### src/rtl/prog_loader.sv
`default_nettype none
// ============================================================================
// Module   : prog_loader
// Brief    : Byte-stream program loader; writes framed 16-bit words into
//            program memory and holds the core in reset until a good frame.
// Revision : 1.0 - initial release
// ============================================================================
module prog_loader #(
  parameter logic [7:0] START_BYTE = 8'hA5,
  parameter int         TIMEOUT    = 1000000
) (
  input  logic        clk,
  input  logic        rst,
  input  logic [7:0]  rx_data,
  input  logic        rx_valid,
  output logic        rx_ready,
  output logic        mem_we,
  output logic [7:0]  mem_addr,
  output logic [15:0] mem_wdata,
  output logic        core_hold,
  output logic        done,
  output logic        err
);

  localparam logic [2:0] c_IDLE = 3'd0;
  localparam logic [2:0] c_LEN  = 3'd1;
  localparam logic [2:0] c_HI   = 3'd2;
  localparam logic [2:0] c_LO   = 3'd3;
  localparam logic [2:0] c_CSUM = 3'd4;
  localparam logic [2:0] c_DONE = 3'd5;
  localparam logic [2:0] c_ERR  = 3'd6;

  localparam int              c_IW    = $clog2(TIMEOUT + 1);
  localparam logic [c_IW-1:0] c_TLAST = c_IW'(TIMEOUT - 1);

  logic [2:0]      r_state;
  logic [7:0]      r_n;
  logic [7:0]      r_hi;
  logic [7:0]      r_waddr;
  logic [7:0]      r_csum;
  logic [c_IW-1:0] r_idle;

  logic       w_xfer;
  logic [7:0] w_nlast;
  logic       w_last;
  logic       w_in_frame;

  assign w_xfer     = rx_valid & rx_ready;
  // N = 0 gives 255 here, so a 256-word frame ends at word address 255
  assign w_nlast    = r_n - 8'd1;
  assign w_last     = (r_waddr == w_nlast);
  assign w_in_frame = (r_state == c_LEN) || (r_state == c_HI) ||
                      (r_state == c_LO)  || (r_state == c_CSUM);

  always_ff @(posedge clk or posedge rst) begin
    if (rst) begin
      r_state   <= c_IDLE;
      r_n       <= 8'd0;
      r_hi      <= 8'd0;
      r_waddr   <= 8'd0;
      r_csum    <= 8'd0;
      r_idle    <= '0;
      rx_ready  <= 1'b0;
      mem_we    <= 1'b0;
      mem_addr  <= 8'd0;
      mem_wdata <= 16'd0;
      core_hold <= 1'b1;
      done      <= 1'b0;
      err       <= 1'b0;
    end else begin
      rx_ready <= 1'b1;
      mem_we   <= 1'b0;

      if (!w_in_frame || w_xfer) begin
        r_idle <= '0;
      end else if (r_idle == c_TLAST) begin
        r_idle  <= '0;
        r_state <= c_ERR;
        err     <= 1'b1;
        done    <= 1'b0;
      end else begin
        r_idle <= r_idle + 1'b1;
      end

      if (w_xfer) begin
        case (r_state)
          c_IDLE, c_DONE, c_ERR: begin
            if (rx_data == START_BYTE) begin
              r_state   <= c_LEN;
              done      <= 1'b0;
              err       <= 1'b0;
              core_hold <= 1'b1;
              r_waddr   <= 8'd0;
              r_csum    <= 8'd0;
            end
          end
          c_LEN: begin
            r_n     <= rx_data;
            r_state <= c_HI;
          end
          c_HI: begin
            r_hi    <= rx_data;
            r_csum  <= r_csum ^ rx_data;
            r_state <= c_LO;
          end
          c_LO: begin
            mem_we    <= 1'b1;
            mem_addr  <= r_waddr;
            mem_wdata <= {r_hi, rx_data};
            r_csum    <= r_csum ^ rx_data;
            r_waddr   <= r_waddr + 8'd1;
            r_state   <= w_last ? c_CSUM : c_HI;
          end
          c_CSUM: begin
            if (rx_data == r_csum) begin
              r_state   <= c_DONE;
              done      <= 1'b1;
              core_hold <= 1'b0;
            end else begin
              r_state <= c_ERR;
              err     <= 1'b1;
            end
          end
          default: r_state <= c_IDLE;
        endcase
      end
    end
  end

endmodule
`default_nettype wire

### config.mk
export PLATFORM = sky130hd
export DESIGN_NAME = prog_loader
export DESIGN_NICKNAME = d
export VERILOG_FILES = /design/src/rtl/prog_loader.sv
export SDC_FILE = /design/constraint.sdc
export NUM_CORES = 1
export LEC_CHECK = 0
export CAP_MARGIN = 20
export CORE_ASPECT_RATIO = 1.4
export CORE_MARGIN = 2
export CORE_UTILIZATION = 47
export CTS_CLUSTER_DIAMETER = 120
export DETAILED_ROUTE_END_ITERATION = 6
export PLACE_DENSITY = 0.68
export SYNTH_ARGS = -nofsm -noshare
export SYNTH_HDL_FRONTEND = slang
export SYNTH_SLANG_ARGS = --single-unit
### constraint.sdc
create_clock -name clk -period 3.9 [get_ports clk]
set_input_delay 1.17 -clock clk [delete_from_list [all_inputs] [get_ports clk]]
set_output_delay 1.17 -clock clk [all_outputs]
set_load 0.02 [all_outputs]
==> results of run 1 <==
==> worst paths after layout <==
kind | from | end | cells after the start
setup / recovery | rx_data[2] | r_waddr[2] | 6
setup reg to reg | r_state[2] | r_waddr[4] | 7
max in group asynchronous | rst | core_hold | 3
hold / removal | r_idle[0] | r_idle[0] | 1
hold reg to reg | r_idle[0] | r_idle[0] | 1
min in group asynchronous | rst | err | 2
==> power by group <==
| group | internal [W] | switching, W |
|---|---|---|
| Combinational | 0.000547 | 0.000624 |
| Clock | 0.000499 | 0.000358 |
| Sequential | 0.00113 | 0.000254 |
| Total | 0.00218 | 0.00124 |
==> state kept, by name (all words and copies together) (netlist names), 3 cells and up <==
name,cells
r_n,8
mem_wdata,16
r_hi,8
r_waddr,8
r_csum,8
r_idle,20
r_state,3
mem_addr,8
==> per-stage QoR <==
stage                     area, um^2  power, W  utilization
after floorplan                 4100   0.00213            -
after global routing            4900   0.00363        0.576
final                           4900   0.00341        0.576
after CTS                       4900   0.00344        0.576
after global placement          4600   0.00253        0.541
after detailed placement        4600   0.00257        0.541
==> kinds of logic after synthesis <==
kind of cell    after synthesis  synth area share
fa+ha+maj                     4            0.0116
other cells                   1          0.000915
compound gates               50            0.0852
simple gates                206             0.230
xor+xnor                     37            0.0791
mux                          18            0.0488
flops                        84             0.513
buf+inv                      29            0.0314
==> layout by cell type (no fill, tap or decap), types with 4 or more instances in the layout <==
| cell type | count |
|---|---|
| nor4_1 | 5 |
| nand3_1 | 19 |
| xor2_1 | 13 |
| and2_1 | 4 |
| clkdlybuf4s50_1 | 39 |
| o31ai_1 | 8 |
| buf_4 | 6 |
| o2bb2ai_1 | 4 |
| inv_1 | 10 |
| mux2_2 | 16 |
| nor2_1 | 48 |
| nand2_1 | 92 |
| nand2b_1 | 4 |
| xnor2_1 | 24 |
| clkbuf_16 | 9 |
| o21ai_0 | 14 |
| dfrtp_1 | 83 |
| nor3_1 | 9 |
| or3_1 | 4 |
==> cell type report <==
class	instances	area, um^2	share of cell area
clock buffers	9	225	0.0460
clock inverters	7	76.3	0.0156
multi-input cells	316	1870	0.381
inverters	11	42.5	0.00868
repair buffers	46	455	0.0929
flip-flops and latches	84	2100	0.429
well taps	105	131	0.0268
==> critical path: stages <==
cell and delay, ns:
clkdlybuf4s50_1 0.63, nand4bb_1 0.21, o41ai_1 0.46, a22o_1 0.25
nand2_2 0.12, a211o_1 0.31
==> synthesized netlist by cell type (6+ instances only) <==
cell	n
buf_2	6
clkbuf_1	8
dfrtp_1	83
inv_1	11
mux2_2	16
nand2_1	92
nand3_1	19
nor2_1	48
nor3_1	9
o21ai_0	14
o31ai_1	8
xnor2_1	24
xor2_1	13
==> layer usage <==
layer	up-vias	global-route usage	routed length, um
met5	-	0	0
met4	0	0.0995	297
met3	25	0.0397	366
met2	86	0.383	5140
met1	1548	0.262	3850
li1	1524	-	-
==> results_dict.tcl, run 1 <==
set metrics [dict create \
    grt_usage 0.218 \
    hold_violations 0 \
    synth_edf_count 0 \
    synth_area_um2 4100 \
    grt_overflow 0 \
    clk_latency_ns 0.34 \
    htreeDepth 3 \
    grt_max_degree 46 \
    die_height_um 114 \
    post-dp-hpwl_um 6840 \
    root_buffer "clkbuf_16" \
    vias 3183 \
    drv_cap 0 \
    leakage_nw 2.17 \
    final_cells 578 \
    path_max_fanout 7 \
    nNetsFinal 482 \
    io_pins 40 \
    area_growth_pct 19.6 \
    mappedNetlistNets 443 \
    layout_setup_ws_ns 0.972 \
    drv_slew 0 \
    cts.clk_slew.worst_paths_ns 0.06 \
    power_per_cell_area_nw_per_um2 697 \
    crit_type "in2reg" \
    end_kind "register" \
    fin_worst_skew_ns 0.00435 \
    synth_top_cell_area_share 0.507 \
    yosys_warnings 0 \
    synth_area_per_cell_um2 9.55 \
    ys_ff_latch 84 \
    drt-initial-drc-count 205 \
    coreArea_um2 8510 \
    timing.final.crit_share 0.751 \
    drc 0 \
    nFillCells 756 \
    drt_first_pass_iters 5 \
    gp_congestion 0.932 \
    fmax_mhz 341 \
    die_area_um2 9490 \
    ant_nets 0 \
    whs_ns 0.454 \
    finalSetupViolCount 0 \
    yosysTopAreaCell "dfrtp_1" \
    syn_inst 429 \
    synthArstFlopShare 1.00 \
    totalWireLength_um 9640 \
    regToRegSetupSlack_ns 1.81 \
    grt_pass1_wl_um 16200 \
    critPathLaunchType "input port" \
    io_buffers 39 \
    synth.distinct_cells 54 \
    post_cts_resize_count 0 \
    vdd_drop_max_v 0.000445 \
    drive_gt1_frac 0.106 \
    worstPathArrival_ns 3.16 \
    period_minus_slack_ns 2.93 \
    rsz0062_at_grt "no" \
    synthTopCellsByArea "dfrtp_1 (51%), nand2_1 (8.4%), xnor2_1 (5.1%), mux2_2 (4.4%), nor2_1 (4.4%)" \
    yosysSeqAreaShare 0.513 \
    die_w_um 82.9 \
    grt_pass1_vias 3159 \
    antenna_cells 0 \
    post-place-ws_ns 0.632 \
    cts_hold_buf 0 \
    post_drt_via_cell_ratio 5.51 \
    cts_buffers 9 \
    synthFlopType "dfrtp_1" \
    dp_cells 562 \
    tritoncts "yes" \
    worst_slew_pin_slew_ns 0.726 \
    post_drt_wl_per_cell_um 16.7 \
    tns_ns 0 \
    initial_core_util 0.482 \
    outcome "completed" \
    hold_path_class "reg2reg" \
    crit_required_ns 4.13 \
    rows 40 \
    cts_buffer_depth 2 \
    post_cts_buffers 0 \
    clock-sinks 84 \
    antenna_found_initial 0 \
    slew_headroom 0.515 \
]
No activity file was read; power rests on OpenSTA's default activity.
==> run 2: changes to the inputs <==
clock period = 2.85 ns   (was 3.9 ns; I/O delays follow)
==> results_dict.tcl, run 2 (same netlist as run 1, synthesis figures left out) <==
set metrics [dict create \
    outcome "completed" \
    ant_nets 0 \
    finalSetupViolCount 0 \
    grt_overflow 0 \
    leakage_nw 2.24 \
    ff2ff_path_depth 7 \
    vias 3178 \
    cts_buffers 9 \
    slew_headroom 0.643 \
    rr_startpoint "r_n[0]" \
    hp-start "r_idle[0]" \
    antenna_cells 0 \
    r2r-end "r_state[1]" \
    drv_slew 0 \
    cts_buffer_depth 2 \
    clock-sinks 84 \
    drt-initial-drc-count 226 \
    critPathLaunchType "input port" \
    largest_register "r_idle" \
    timing.critical_path.from "rx_data[3]" \
    final_cell_mix "nand2_1 (92), dfrtp_1 (83), nor2_1 (48)" \
    htreeDepth 3 \
    top_regs "r_idle: 20 flops, mem_wdata: 16 flops" \
    post_cts_resize_count 0 \
    crit_required_ns 3.07 \
    timing.final.crit_share 0.852 \
    die_height_um 114 \
    drt_first_pass_iters 4 \
    cts_hold_buf 0 \
    largest_register_ffs 20 \
    drc 0 \
    coreArea_um2 8510 \
    gp_congestion 0.834 \
    end_kind "register" \
    totalPowerFinal_w 0.00474 \
    post-dp-hpwl_um 6620 \
    area_growth_pct 22.6 \
    grt_usage 0.211 \
    nFillCells 743 \
    die_area_um2 9490 \
    path_max_fanout 6 \
    post_drt_via_cell_ratio 5.38 \
    fmax_mhz 412 \
    drive_gt1_frac 0.128 \
    cts.clk_slew.worst_paths_ns 0.06 \
    crit_type "in2reg" \
    rsz0062_at_grt "no" \
    fin_util 0.591 \
    vdd_drop_max_v 0.000673 \
    grt_max_degree 85 \
    grt_pass1_vias 3308 \
    layout_commonest_cell "nand2_1" \
    period_minus_slack_ns 2.43 \
    tritoncts "yes" \
    io_buffers 39 \
    totalWireLength_um 9250 \
    clk_latency_ns 0.34 \
    worst_slew_pin_slew_ns 0.531 \
    drv_cap 0 \
    placed_cell_area_um2 4700 \
    power_per_cell_area_nw_per_um2 944 \
    hold_path_class "reg2reg" \
    hold_violations 0 \
    post_cts_buffers 0 \
    rows 40 \
    min_path_cells 1 \
    grt_pass1_wl_um 15800 \
    design_area_um2 5030 \
    nNetsFinal 495 \
    die_w_um 82.9 \
    regToRegSetupSlack_ns 0.73 \
    worstPathArrival_ns 2.65 \
    antenna_found_initial 0 \
    root_buffer "clkbuf_16" \
    post_drt_wl_per_cell_um 15.6 \
    hold_end "r_idle[0]" \
    tns_ns 0 \
    io_pins 40 \
    fin_worst_skew_ns 0.00578 \
    initial_core_util 0.482 \
]
[run 2: per-stage QoR]
step                std cells  setup WS [ns]  hold slack (ns)
global placement          575         0.0987            0.441
CTS                       591          0.435            0.455
finish                    591          0.422            0.450
floorplan                 429          0.693            0.423
global route              591          0.276            0.471
detailed placement        575         0.0927            0.450
[run 2: worst max-delay path, cell delays in order]
cell and delay, ns:
clkdlybuf4s50_1 0.42, or2_2 0.32, o41ai_1 0.39, a22o_1 0.24, nand2_2 0.11, a211o_1 0.32
[run 2: cell type report]
class                      instances  area, um^2  area share
clock buffer                      11         243      0.0483
clock inverter                     5        83.8      0.0167
timing repair buffer              59         553       0.110
inverter                          11        45.0     0.00896
multi-input combinational        316        1870       0.371
tap                              105         131      0.0261
sequential                        84        2100       0.418
[run 2: worst max-delay path by stage]
stage and end:
2_1_floorplan r_waddr[2], 3_3_place_gp r_waddr[2], 3_5_place_dp r_waddr[2], 4_1_cts r_waddr[2], 5_1_grt r_waddr[2], 6_report r_waddr[2]
[run 2: layer usage]
metal,vias up,share of wire,track usage
li1,1548,-,-
met1,1531,0.40,0.240
met2,79,0.53,0.372
met3,20,0.040,0.0418
met4,0,0.028,0.116
met5,-,0,0
[run 2: report_power, final]
| part | switching [W] | total (W) | leakage, nW | internal (W) |
|---|---|---|---|---|
| registers | 0.000321 | 0.00187 | 1.08 | 0.00155 |
| clock network | 0.000471 | 0.00127 | 0.152 | 0.000794 |
| logic | 0.000838 | 0.00161 | 1.00 | 0.000768 |
==> run 3: changes to the inputs <==
==> constraint.sdc (replaced) <==
create_clock -name clk -period 2.85 [get_ports clk]
set_input_delay 0.855 -clock clk [delete_from_list [all_inputs] [get_ports clk]]
set_output_delay 0.855 -clock clk [all_outputs]
set_load 0.1 [all_outputs]
==> results_dict.tcl, run 3 (same netlist as run 1, synthesis figures left out) <==
set metrics [dict create \
    dp_cells 575 \
    fin_worst_skew_ns 0.00476 \
    crit_required_ns 3.07 \
    netSwitchingPower_w 0.00248 \
    worst_slew_pin_slew_ns 0.539 \
    layout_commonest_cell "nand2_1" \
    rr_startpoint "r_n[0]" \
    post_drt_wl_per_cell_um 15.7 \
    vias 3203 \
    final_cell_mix "nand2_1 (92), dfrtp_1 (83), nor2_1 (48), buf_4 (48), xnor2_1 (24)" \
    finalSetupViolCount 0 \
    critPathLaunchType "input port" \
    rows 40 \
    totalPowerFinal_w 0.00552 \
    top_regs "r_idle: 20 flops, mem_wdata: 16 flops" \
    io_buffers 39 \
    worstPathArrival_ns 2.71 \
    power_per_cell_area_nw_per_um2 1110 \
    cts_hold_buf 0 \
    die_height_um 114 \
    rsz0062_at_grt "no" \
    vdd_drop_max_v 0.000906 \
    drc 0 \
    whs_ns 0.459 \
    final_cells 591 \
    nFillCells 761 \
    totalWireLength_um 9280 \
    ant_nets 0 \
    min_path_cells 1 \
    antenna_cells 0 \
    antenna_found_initial 0 \
    drv_cap 0 \
    tritoncts "yes" \
    drv_slew 0 \
    tns_ns 0 \
    cts_buffers 9 \
    outcome "completed" \
    cts_buffer_depth 2 \
    area_growth_pct 20.8 \
    post-dp-hpwl_um 6680 \
    sw_frac_of_total 0.449 \
    die_w_um 82.9 \
    drt_first_pass_iters 4 \
    hold_end "r_idle[0]" \
    r2r-end "r_state[1]" \
    slew_headroom 0.638 \
    fmax_mhz 402 \
    die_area_um2 9490 \
    leakage_nw 2.28 \
    ff2ff_path_depth 7 \
    drt-initial-drc-count 135 \
    grt_pass1_wl_um 15500 \
    grt_usage 0.210 \
    io_pins 40 \
    drive_gt1_frac 0.189 \
    fin_util 0.582 \
    end_kind "register" \
    crit_type "in2reg" \
    htreeDepth 3 \
    grt_overflow 0 \
    coreArea_um2 8510 \
    post_cts_resize_count 0 \
    grt_max_degree 85 \
    largest_register_ffs 20 \
    hp-start "r_idle[0]" \
    gp_congestion 0.866 \
    hold_path_class "reg2reg" \
    period_minus_slack_ns 2.49 \
    post_drt_via_cell_ratio 5.42 \
    largest_register "r_idle" \
    internal_power_w 0.00304 \
    initial_core_util 0.482 \
    comb_power_share 0.437 \
    post_cts_buffers 0 \
    seqPwrFrac 0.340 \
    cts.clk_slew.worst_paths_ns 0.06 \
    clock-sinks 84 \
    grt_pass1_vias 3209 \
    nNetsFinal 495 \
    pwr-share-clk 0.224 \
    path_max_fanout 6 \
    regToRegSetupSlack_ns 0.82 \
    timing.final.crit_share 0.872 \
    clk_latency_ns 0.34 \
    root_buffer "clkbuf_16" \
    hold_violations 0 \
]
==> run 3: cell types whose count changed in the layout (fill, tap and decap cells not counted) <==
cell,change
buf_4,+29
clkdlybuf4s50_1,-29
clkbuf_8,+3
bufinv_16,-1
clkbuf_1,-1
clkinv_2,+1
clkinvlp_4,-1
inv_6,-1
==> run 3: how the worst max path moves through the flow <==
stage / startpoint / endpoint / depth (start not counted)
2_1_floorplan: rx_ready / r_hi[0] / 5
3_3_place_gp: rx_data[3] / r_waddr[2] / 6
3_5_place_dp: rx_data[1] / r_waddr[2] / 6
4_1_cts: rx_data[1] / r_waddr[2] / 6
5_1_grt: rx_data[1] / r_waddr[2] / 6
6_report: rx_data[1] / r_waddr[2] / 6
==> run 3: metal layers <==
layer / vias up / share of wire / wire, um / track usage
met2: 58 / 0.54 / 5020 / 0.383
met5: - / 0 / 0 / 0
met3: 20 / 0.025 / 235 / 0.0353
met4: 0 / 0.025 / 233 / 0.107
met1: 1573 / 0.41 / 3790 / 0.235
li1: 1552 / - / - / -
==> run 3: metrics by stage <==
stage,cell area [um^2],worst slack (ns)
after global placement,4630,0.0896
after detailed placement,4630,0.0520
final,4950,0.364
after global routing,4950,0.277
after CTS,4950,0.401
after floorplan,4100,0.537
==> run 3: cell type report <==
| class | instances | area [um^2] | area share |
|---|---|---|---|
| clock buffer | 13 | 280 | 0.0566 |
| sequential | 84 | 2100 | 0.425 |
| inverter | 11 | 45.0 | 0.00910 |
| clock inverter | 3 | 42.5 | 0.00859 |
| timing repair buffer | 59 | 480 | 0.0971 |
| tap | 105 | 131 | 0.0265 |
| multi-input combinational | 316 | 1870 | 0.377 |
==> run 3: power groups by stage <==
stage	sequential [W]	combinational, W	clock, W
after global placement	0.00187	0.00238	0
after detailed placement	0.00188	0.00242	0
final	0.00187	0.00241	0.00123
after CTS	0.00187	0.00243	0.00127
after floorplan	0.00279	0.000973	0
after global routing	0.00192	0.00257	0.00132
==> run 3: critical path: stages <==
cell             delay [ns]
clkdlybuf4s50_1        0.43
nand4bb_1              0.25
o41ai_1                0.48
a22o_1                 0.24
nand2_2                0.11
a211o_1                0.33
